File: src/rtl/ppu_fetch_arbiter_if.sv
// Fetch-arbiter bus: BG fetcher, sprite fetcher and VRAM read port.
// The arbiter uses the slave modport; the fetchers/VRAM side uses master.
// Optional FETCH_ARB_STATS_EN adds the BG stall counter and its clear.
interface ppu_fetch_arbiter_if #(
  parameter int unsigned ADDR_W = 16,
  parameter int unsigned DATA_W = 8
);
  logic              bg_req_in;
  logic [ADDR_W-1:0] bg_addr_in;
  logic              bg_grant_out;
  logic              bg_pause_out;
  logic [DATA_W-1:0] bg_data_out;
  logic              bg_data_valid_out;
  logic              spr_claim_in;
  logic              spr_req_in;
  logic [ADDR_W-1:0] spr_addr_in;
  logic              spr_grant_out;
  logic              mem_free_out;
  logic [DATA_W-1:0] spr_data_out;
  logic              spr_data_valid_out;
  logic [ADDR_W-1:0] vram_addr_out;
  logic              vram_re_out;
  logic [DATA_W-1:0] vram_data_in;
`ifdef FETCH_ARB_STATS_EN
  logic              stats_clr_in;
  logic [15:0]       bg_stall_cycles_out;
`endif

  modport slave (
    input  bg_req_in, bg_addr_in, spr_claim_in, spr_req_in, spr_addr_in, vram_data_in,
`ifdef FETCH_ARB_STATS_EN
    input  stats_clr_in,
    output bg_stall_cycles_out,
`endif
    output bg_grant_out, bg_pause_out, bg_data_out, bg_data_valid_out,
    output spr_grant_out, mem_free_out, spr_data_out, spr_data_valid_out,
    output vram_addr_out, vram_re_out
  );

  modport master (
    output bg_req_in, bg_addr_in, spr_claim_in, spr_req_in, spr_addr_in, vram_data_in,
`ifdef FETCH_ARB_STATS_EN
    output stats_clr_in,
    input  bg_stall_cycles_out,
`endif
    input  bg_grant_out, bg_pause_out, bg_data_out, bg_data_valid_out,
    input  spr_grant_out, mem_free_out, spr_data_out, spr_data_valid_out,
    input  vram_addr_out, vram_re_out
  );
endinterface

File: src/rtl/ppu_fetch_arbiter.sv
// Arbitrates the single VRAM read port between the BG and sprite fetchers.
// BG owns the port by default; a sprite claim pauses BG, drains in-flight
// BG reads, then hands the port over until the claim is released.
// Every read carries an owner tag so returning data reaches its requester.
// Optional feature macro: FETCH_ARB_STATS_EN (BG stall cycle counter).
module ppu_fetch_arbiter #(
  parameter int unsigned ADDR_W  = 16,
  parameter int unsigned DATA_W  = 8,
  parameter int unsigned LATENCY = 2
) (
  input logic                clk_in,
  input logic                rst_in,
  ppu_fetch_arbiter_if.slave bus
);
  localparam int unsigned CNT_W = $clog2(LATENCY + 2);

  typedef enum logic [1:0] {BG_OWN, DRAIN, SPR_OWN} state_t;

  state_t              state, state_nxt;
  logic                bg_grant_c, spr_grant_c;
  logic                re_q, tag_q;
  logic [ADDR_W-1:0]   addr_q;
  logic [LATENCY-1:0]  slot_vld, slot_tag;
  logic [CNT_W-1:0]    inflight;
  logic                pause_q, free_q;
  logic                bg_vld_q, spr_vld_q;
  logic [DATA_W-1:0]   bg_data_q, spr_data_q;

  // Reads outstanding: issue stage plus every valid return slot.
  always_comb begin
    inflight = CNT_W'(re_q);
    for (int i = 0; i < int'(LATENCY); i++) begin
      inflight = inflight + CNT_W'(slot_vld[i]);
    end
  end

  // State register with registered pause/mem_free derived from the next state.
  always_ff @(posedge clk_in or posedge rst_in) begin
    if (rst_in) begin
      state   <= BG_OWN;
      pause_q <= 1'b0;
      free_q  <= 1'b0;
    end else begin
      state   <= state_nxt;
      pause_q <= (state_nxt != BG_OWN);
      free_q  <= (state_nxt == SPR_OWN);
    end
  end

  // Next-state and combinational grants; grants are forced low during reset.
  always_comb begin
    state_nxt   = state;
    bg_grant_c  = 1'b0;
    spr_grant_c = 1'b0;
    case (state)
      BG_OWN: begin
        bg_grant_c = bus.bg_req_in;
        if (bus.spr_claim_in) state_nxt = DRAIN;
      end
      DRAIN: begin
        if (!bus.spr_claim_in)      state_nxt = BG_OWN;
        else if (inflight == '0)    state_nxt = SPR_OWN;
      end
      SPR_OWN: begin
        spr_grant_c = bus.spr_claim_in && bus.spr_req_in;
        if (!bus.spr_claim_in && inflight == '0) state_nxt = BG_OWN;
      end
      default: state_nxt = BG_OWN;
    endcase
    if (rst_in) begin
      bg_grant_c  = 1'b0;
      spr_grant_c = 1'b0;
    end
  end

  // Issue stage: registered VRAM address/enable and owner tag (1 = sprite).
  always_ff @(posedge clk_in or posedge rst_in) begin
    if (rst_in) begin
      re_q   <= 1'b0;
      tag_q  <= 1'b0;
      addr_q <= '0;
    end else begin
      re_q  <= bg_grant_c | spr_grant_c;
      tag_q <= spr_grant_c;
      if (spr_grant_c)     addr_q <= bus.spr_addr_in;
      else if (bg_grant_c) addr_q <= bus.bg_addr_in;
    end
  end

  // Tag/valid shift register tracking reads through the BRAM latency.
  always_ff @(posedge clk_in or posedge rst_in) begin
    if (rst_in) begin
      slot_vld <= '0;
      slot_tag <= '0;
    end else begin
      slot_vld[0] <= re_q;
      slot_tag[0] <= tag_q;
      for (int i = 1; i < int'(LATENCY); i++) begin
        slot_vld[i] <= slot_vld[i-1];
        slot_tag[i] <= slot_tag[i-1];
      end
    end
  end

  // Capture returning data into the owner's output as its slot exits.
  always_ff @(posedge clk_in or posedge rst_in) begin
    if (rst_in) begin
      bg_vld_q   <= 1'b0;
      spr_vld_q  <= 1'b0;
      bg_data_q  <= '0;
      spr_data_q <= '0;
    end else begin
      bg_vld_q  <= slot_vld[LATENCY-1] && !slot_tag[LATENCY-1];
      spr_vld_q <= slot_vld[LATENCY-1] &&  slot_tag[LATENCY-1];
      if (slot_vld[LATENCY-1] && !slot_tag[LATENCY-1]) bg_data_q  <= bus.vram_data_in;
      if (slot_vld[LATENCY-1] &&  slot_tag[LATENCY-1]) spr_data_q <= bus.vram_data_in;
    end
  end

`ifdef FETCH_ARB_STATS_EN
  logic [15:0] stall_q;

  // Saturating count of cycles where BG asks but is not granted.
  always_ff @(posedge clk_in or posedge rst_in) begin
    if (rst_in) begin
      stall_q <= '0;
    end else if (bus.stats_clr_in) begin
      stall_q <= '0;
    end else if (bus.bg_req_in && !bg_grant_c && stall_q != 16'hFFFF) begin
      stall_q <= stall_q + 16'd1;
    end
  end

  assign bus.bg_stall_cycles_out = stall_q;
`endif

  assign bus.bg_grant_out       = bg_grant_c;
  assign bus.spr_grant_out      = spr_grant_c;
  assign bus.bg_pause_out       = pause_q;
  assign bus.mem_free_out       = free_q;
  assign bus.vram_re_out        = re_q;
  assign bus.vram_addr_out      = addr_q;
  assign bus.bg_data_valid_out  = bg_vld_q;
  assign bus.bg_data_out        = bg_data_q;
  assign bus.spr_data_valid_out = spr_vld_q;
  assign bus.spr_data_out       = spr_data_q;
endmodule
File: src/flat_wrapper.sv
// flat-port wrapper written by rule: the top's interface ports become plain ports
module ppu_fetch_arbiter_flat 
#(
  parameter int unsigned ADDR_W  = 16,
  parameter int unsigned DATA_W  = 8,
  parameter int unsigned LATENCY = 2
)
  (clk_in, rst_in, bus_bg_req_in, bus_bg_addr_in, bus_spr_claim_in, bus_spr_req_in, bus_spr_addr_in, bus_vram_data_in, bus_bg_grant_out, bus_bg_pause_out, bus_bg_data_out, bus_bg_data_valid_out, bus_spr_grant_out, bus_mem_free_out, bus_spr_data_out, bus_spr_data_valid_out, bus_vram_addr_out, bus_vram_re_out);
  ppu_fetch_arbiter_if #(.ADDR_W(ADDR_W), .DATA_W(DATA_W)) bus_i ();
  input logic clk_in;
  input logic rst_in;
  input wire logic [$bits(bus_i.bg_req_in)-1:0] bus_bg_req_in;
  input wire logic [$bits(bus_i.bg_addr_in)-1:0] bus_bg_addr_in;
  input wire logic [$bits(bus_i.spr_claim_in)-1:0] bus_spr_claim_in;
  input wire logic [$bits(bus_i.spr_req_in)-1:0] bus_spr_req_in;
  input wire logic [$bits(bus_i.spr_addr_in)-1:0] bus_spr_addr_in;
  input wire logic [$bits(bus_i.vram_data_in)-1:0] bus_vram_data_in;
  output wire logic [$bits(bus_i.bg_grant_out)-1:0] bus_bg_grant_out;
  output wire logic [$bits(bus_i.bg_pause_out)-1:0] bus_bg_pause_out;
  output wire logic [$bits(bus_i.bg_data_out)-1:0] bus_bg_data_out;
  output wire logic [$bits(bus_i.bg_data_valid_out)-1:0] bus_bg_data_valid_out;
  output wire logic [$bits(bus_i.spr_grant_out)-1:0] bus_spr_grant_out;
  output wire logic [$bits(bus_i.mem_free_out)-1:0] bus_mem_free_out;
  output wire logic [$bits(bus_i.spr_data_out)-1:0] bus_spr_data_out;
  output wire logic [$bits(bus_i.spr_data_valid_out)-1:0] bus_spr_data_valid_out;
  output wire logic [$bits(bus_i.vram_addr_out)-1:0] bus_vram_addr_out;
  output wire logic [$bits(bus_i.vram_re_out)-1:0] bus_vram_re_out;
  assign bus_i.bg_req_in = bus_bg_req_in;
  assign bus_i.bg_addr_in = bus_bg_addr_in;
  assign bus_i.spr_claim_in = bus_spr_claim_in;
  assign bus_i.spr_req_in = bus_spr_req_in;
  assign bus_i.spr_addr_in = bus_spr_addr_in;
  assign bus_i.vram_data_in = bus_vram_data_in;
  assign bus_bg_grant_out = bus_i.bg_grant_out;
  assign bus_bg_pause_out = bus_i.bg_pause_out;
  assign bus_bg_data_out = bus_i.bg_data_out;
  assign bus_bg_data_valid_out = bus_i.bg_data_valid_out;
  assign bus_spr_grant_out = bus_i.spr_grant_out;
  assign bus_mem_free_out = bus_i.mem_free_out;
  assign bus_spr_data_out = bus_i.spr_data_out;
  assign bus_spr_data_valid_out = bus_i.spr_data_valid_out;
  assign bus_vram_addr_out = bus_i.vram_addr_out;
  assign bus_vram_re_out = bus_i.vram_re_out;
  ppu_fetch_arbiter #(.ADDR_W(ADDR_W), .DATA_W(DATA_W), .LATENCY(LATENCY)) u_core (.clk_in(clk_in), .rst_in(rst_in), .bus(bus_i));
endmodule
File: config.mk
export PLATFORM = sky130hd
export DESIGN_NAME = ppu_fetch_arbiter_flat
export DESIGN_NICKNAME = d
export VERILOG_FILES = /design/src/rtl/ppu_fetch_arbiter_if.sv /design/src/rtl/ppu_fetch_arbiter.sv /design/src/flat_wrapper.sv
export SDC_FILE = /design/constraint.sdc
export NUM_CORES = 1
export LEC_CHECK = 0
export ABC_AREA = 1
export BUFFER_PORTS_ARGS = -buffer_cell sky130_fd_sc_hd__buf_2
export CAP_MARGIN = 15
export CORE_MARGIN = 2
export CORE_UTILIZATION = 47
export DETAILED_ROUTE_END_ITERATION = 16
export PLACE_DENSITY = 0.88
export SLEW_MARGIN = 30
export SYNTH_ARGS = -nofsm -noshare
export SYNTH_HDL_FRONTEND = slang
export SYNTH_SLANG_ARGS = --single-unit
File: constraint.sdc
create_clock -name clk_in -period 1.8 [get_ports clk_in]
set_input_delay 0.09 -clock clk_in [delete_from_list [all_inputs] [get_ports clk_in]]
set_output_delay 0.09 -clock clk_in [all_outputs]
set_load 0.05 [all_outputs]
==> reports/results.env <==
POSTCTSRESIZEDCELLS=0
CRITICAL_PATH.ENDPOINT='bus_spr_grant_out'
FINISH.CELL_COUNT_WITHOUT_FILLERS=360
POST_DRT_WL_PER_CELL_UM=12.1
WIRELENGTH_UM=4350
GRT.OVERFLOW.TOTAL=0
HOLD_PATH.STARTPOINT='bus_vram_data_in[4]'
MAXSLEWVIOLCOUNT=0
NUMPORTBUFFERS=83
SYNTH_FP_NETS=270
POST_SYNTH_NUM_CELL_TYPES=19
POST_LAYOUT_MINIMUM_CYCLE_TIME_PS=1690
GLOBAL_ROUTE_WIRE_LENGTH_BEFORE_REPAIR_UM=7240
NUM_IO_PINS=84
CORE_AREA_MM2=0.00406
CLOCK-SKEW-FINAL_PS=7.95
WORST_SETUP_HOLD_PATH_CLK_SLEW_PS=90
DIE_H_UM=69.2
GRT_MAX_DEGREE=35
GRT_PASS1_VIAS=1645
CLOCK_TREE.HTREE_LEVEL_COUNT=2
P_SEQ_SHARE_PCT=36.1
POWER.SHARE.COMBINATIONAL_PCT=45.1
CELLLEAKAGEPOWER_nW=1.50
CRITICAL_PATH.MAX_STAGE_DELAY_PS=560
CP-END-KIND='output port'
REGTOREGENDPOINT='u_core.bus.bg_pause_out'
INSTANCE_AREA_AT_PLACEMENT_MM2=0.00243
TOTAL_OF_MAX_CAP_VIOLATIONS=0
CRITICAL-PATH-TOP-CELL-BY-COUNT='sky130_fd_sc_hd__buf_2'
INSERTEDDIODECOUNT=0
POSTLAYOUTCOREUTIL_PCT=62.9
OUTCOME='completed'
POST_SYNTH_INSTANCE_AREA_MM2=0.00200
MAXSLEWHEADROOM_PCT=68.9
FINAL_DESIGN_AREA_NO_FILL_MM2=0.00255
CLK_TREE_ROOT_CELL='sky130_fd_sc_hd__clkbuf_8'
CRITICAL_PATH.CELL_CHAIN='dlygate4sd3_1, buf_2, nor2_4, nand2_4, inv_1, buf_2'
SETUP_VIOLATIONS=0
SYNTH_CELLS=224
CTS_MAX_PATH_BUFFERS=2
FIRST_ITER_VIOLATIONS=111
START_POINT_OF_THE_CRITICAL_PATH='rst_in'
ROUTE.DETAILED.DRC=0
IR_DROP_mV=0.651
GLOBALPLACE.CONGESTION=0.771
FINAL_CELL_MIX='83 x sky130_fd_sc_hd__buf_2, 72 x sky130_fd_sc_hd__nand2_1, 44 x sky130_fd_sc_hd__dfrtp_1, 35 x sky130_fd_sc_hd__nand3_1, 19 x sky130_fd_sc_hd__inv_1'
DIE-AREA_MM2=0.00479
POST_ROUTE_CELLS_DRIVE_ABOVE_1_SHARE_PCT=33.9
DESIGN.FINAL.NETS=355
TIMING.SETUP.CRITICAL_PATH_CLASS='primary input to output port'
POWER.SHARE.SWITCHING_PCT=47.4
CLOCK_POWER_SHARE_PCT=18.9
CRITPATHMAXFANOUT=34
YS_SEQ_AREA_SHARE_PCT=55.1
FINAL_HOLD_VIO_COUNT=0
CTS_NUM_SINKS=44
KIND_OF_PATH_BEHIND_THE_TIGHTEST_HOLD_CHECK='primary input to flop'
POWER.SWITCHING_mW=1.87
ANTENNA_VIOLATING_NETS_POST_ROUTE=0
SYN2LAYOUT_AREA_GROWTH_PCT=27.8
GRT_USE_TOTAL_PCT=19.1
DP.CELLS=351
YS_FF_LATCH=44
WORST_EP_ARRIVAL_TIME_PS=1600
NUM_ROWS=23
HPWL_UM=3230
ANTENNA_FOUND_INITIAL=0
LAYOUT_COMMONEST_CELL='sky130_fd_sc_hd__buf_2'
CRIT_PATH_SLOWEST_CELL='sky130_fd_sc_hd__dlygate4sd3_1'
REG2REG_DEPTH=7
CLOCK_INSERTION_DELAY_AT_THE_LATER_PIN_OF_THE_SKEW_REPORT_PS=300
VIA_PER_INST=4.94
TIMING.CRITICAL_PATH.REQUIRED_PS=1710
DIE_W_UM=69.2
WORST-SLEW-PIN-TRANSITION_PS=465
FIN_TNS_SETUP_PS=0
INTERNAL_POWER_mW=2.08
CRIT_PATH_START_KIND='primary input'
CTS_TREE='yes'
R2R_SETUP_SLACK_PS=370
INITIAL_CORE_UTIL_PCT=49.2
FINALHOLDWORSTSLACK_PS=51.6
VIAS_POST_DR=1778
SYNTH-WARNING-COUNT=0
TRITONCTS_BUFFERS=5
DETAILEDROUTE.FIRSTPASSITERATIONCOUNT=4
TIMING.FMAX_GHz=0.593
POWER.DENSITY_mW_PER_MM2=1550
CRITICAL_PATH.REG2REG.STARTPOINT='u_core.bus.vram_re_out'
POSTSYNTHAREAPERCELL_UM2=8.91
FINAL.FILL_COUNT=359
RSZ0062_AT_GRT='false'
FIN_CRIT_SH_PCT=93.7
## routing by layer
layer | global-route usage (%) | part of all wire [%] | vias to the layer above
met5 | 0 | 0 | -
met4 | 10.2 | 2.8 | 0
met3 | 4.07 | 6.1 | 9
met2 | 30.7 | 47 | 65
met1 | 24.3 | 44 | 823
li1 | - | - | 881
## worst min-delay path by stage
stage | to | slack (ps) | cells after the start
floorplan | u_core.bus.bg_data_out[0] | 230 | 2
global placement | u_core.state[0] | 160 | 2
detailed placement | u_core.bus.bg_pause_out | 170 | 2
CTS | u_core.bus.bg_data_out[4] | 50 | 3
global route | u_core.bus.bg_data_out[0] | 50 | 3
finish | u_core.bus.bg_data_out[4] | 50 | 3
## critical path: cells and delay by family
kind / cells / cell delay (ps)
AND/OR/NAND/NOR: 2 / 350
buffers and inverters: 4 / 1150
## power by group through the flow
stage	Sequential, mW	Combinational, mW	Clock, mW
after floorplan	2.38	0.413	0
after global placement	1.43	1.77	0
after detailed placement	1.44	1.79	0
after CTS	1.43	1.80	0.760
after global routing	1.47	1.90	0.806
final	1.43	1.78	0.745
## timing repair
item / in CTS / in global routing
hold buffers: 1 / 0
buffers inserted: 0 / 0
hold endpoints to repair: 20 / 0
## kinds of logic (layout without fill, tap and decap cells)
| logic type | Yosys count | in the layout | synth area share [%] |
|---|---|---|---|
| simple gates | 131 | 131 | 31.8 |
| flops | 44 | 44 | 55.1 |
| buf+inv | 32 | 118 | 8.02 |
| compound gates | 16 | 16 | 4.01 |
| fa+ha+maj | 1 | 1 | 1.00 |
## through the flow
stage	total power, mW	setup WS [ps]
global route	4.17	43.2
detailed placement	3.24	361
finish	3.95	114
CTS	3.99	122
global placement	3.20	411
floorplan	2.79	74.7
## Yosys cell counts (all sizes together)
cell	instances	area share, %
clkbuf	1	0.19
o21ai	16	4.0
buf	10	3.9
inv	21	3.9
nor2	4	2.0
fa	1	1.0
nand3	35	8.8
nand3b	16	6.0
dfrtp	44	55
nand4	1	0.31
or2	1	0.31
nand2	74	14
## registers in the layout, summed over array words and instances (netlist names)
name	cells
u_core.bus.bg_data_valid_out	1
u_core.bus.vram_addr_out	16
u_core.tag_q	1
u_core.bus.bg_pause_out	1
u_core.bus.spr_data_valid_out	1
u_core.bus.bg_data_out	8
u_core.bus.vram_re_out	1
u_core.state	2
u_core.slot_tag	2
u_core.bus.spr_data_out	8
u_core.slot_vld	2
u_core.bus.mem_free_out	1
## cell type report
type	instances	area (um^2)	area share, %
Multi-Input combinational cell	148	736	28.8
Tap cell	50	62.6	2.45
Clock inverter	3	42.5	1.67
Inverter	21	78.8	3.09
Timing Repair Buffer	89	463	18.1
Clock buffer	5	68.8	2.70
Sequential cell	44	1100	43.1
(Power assumes the default switching activity.)
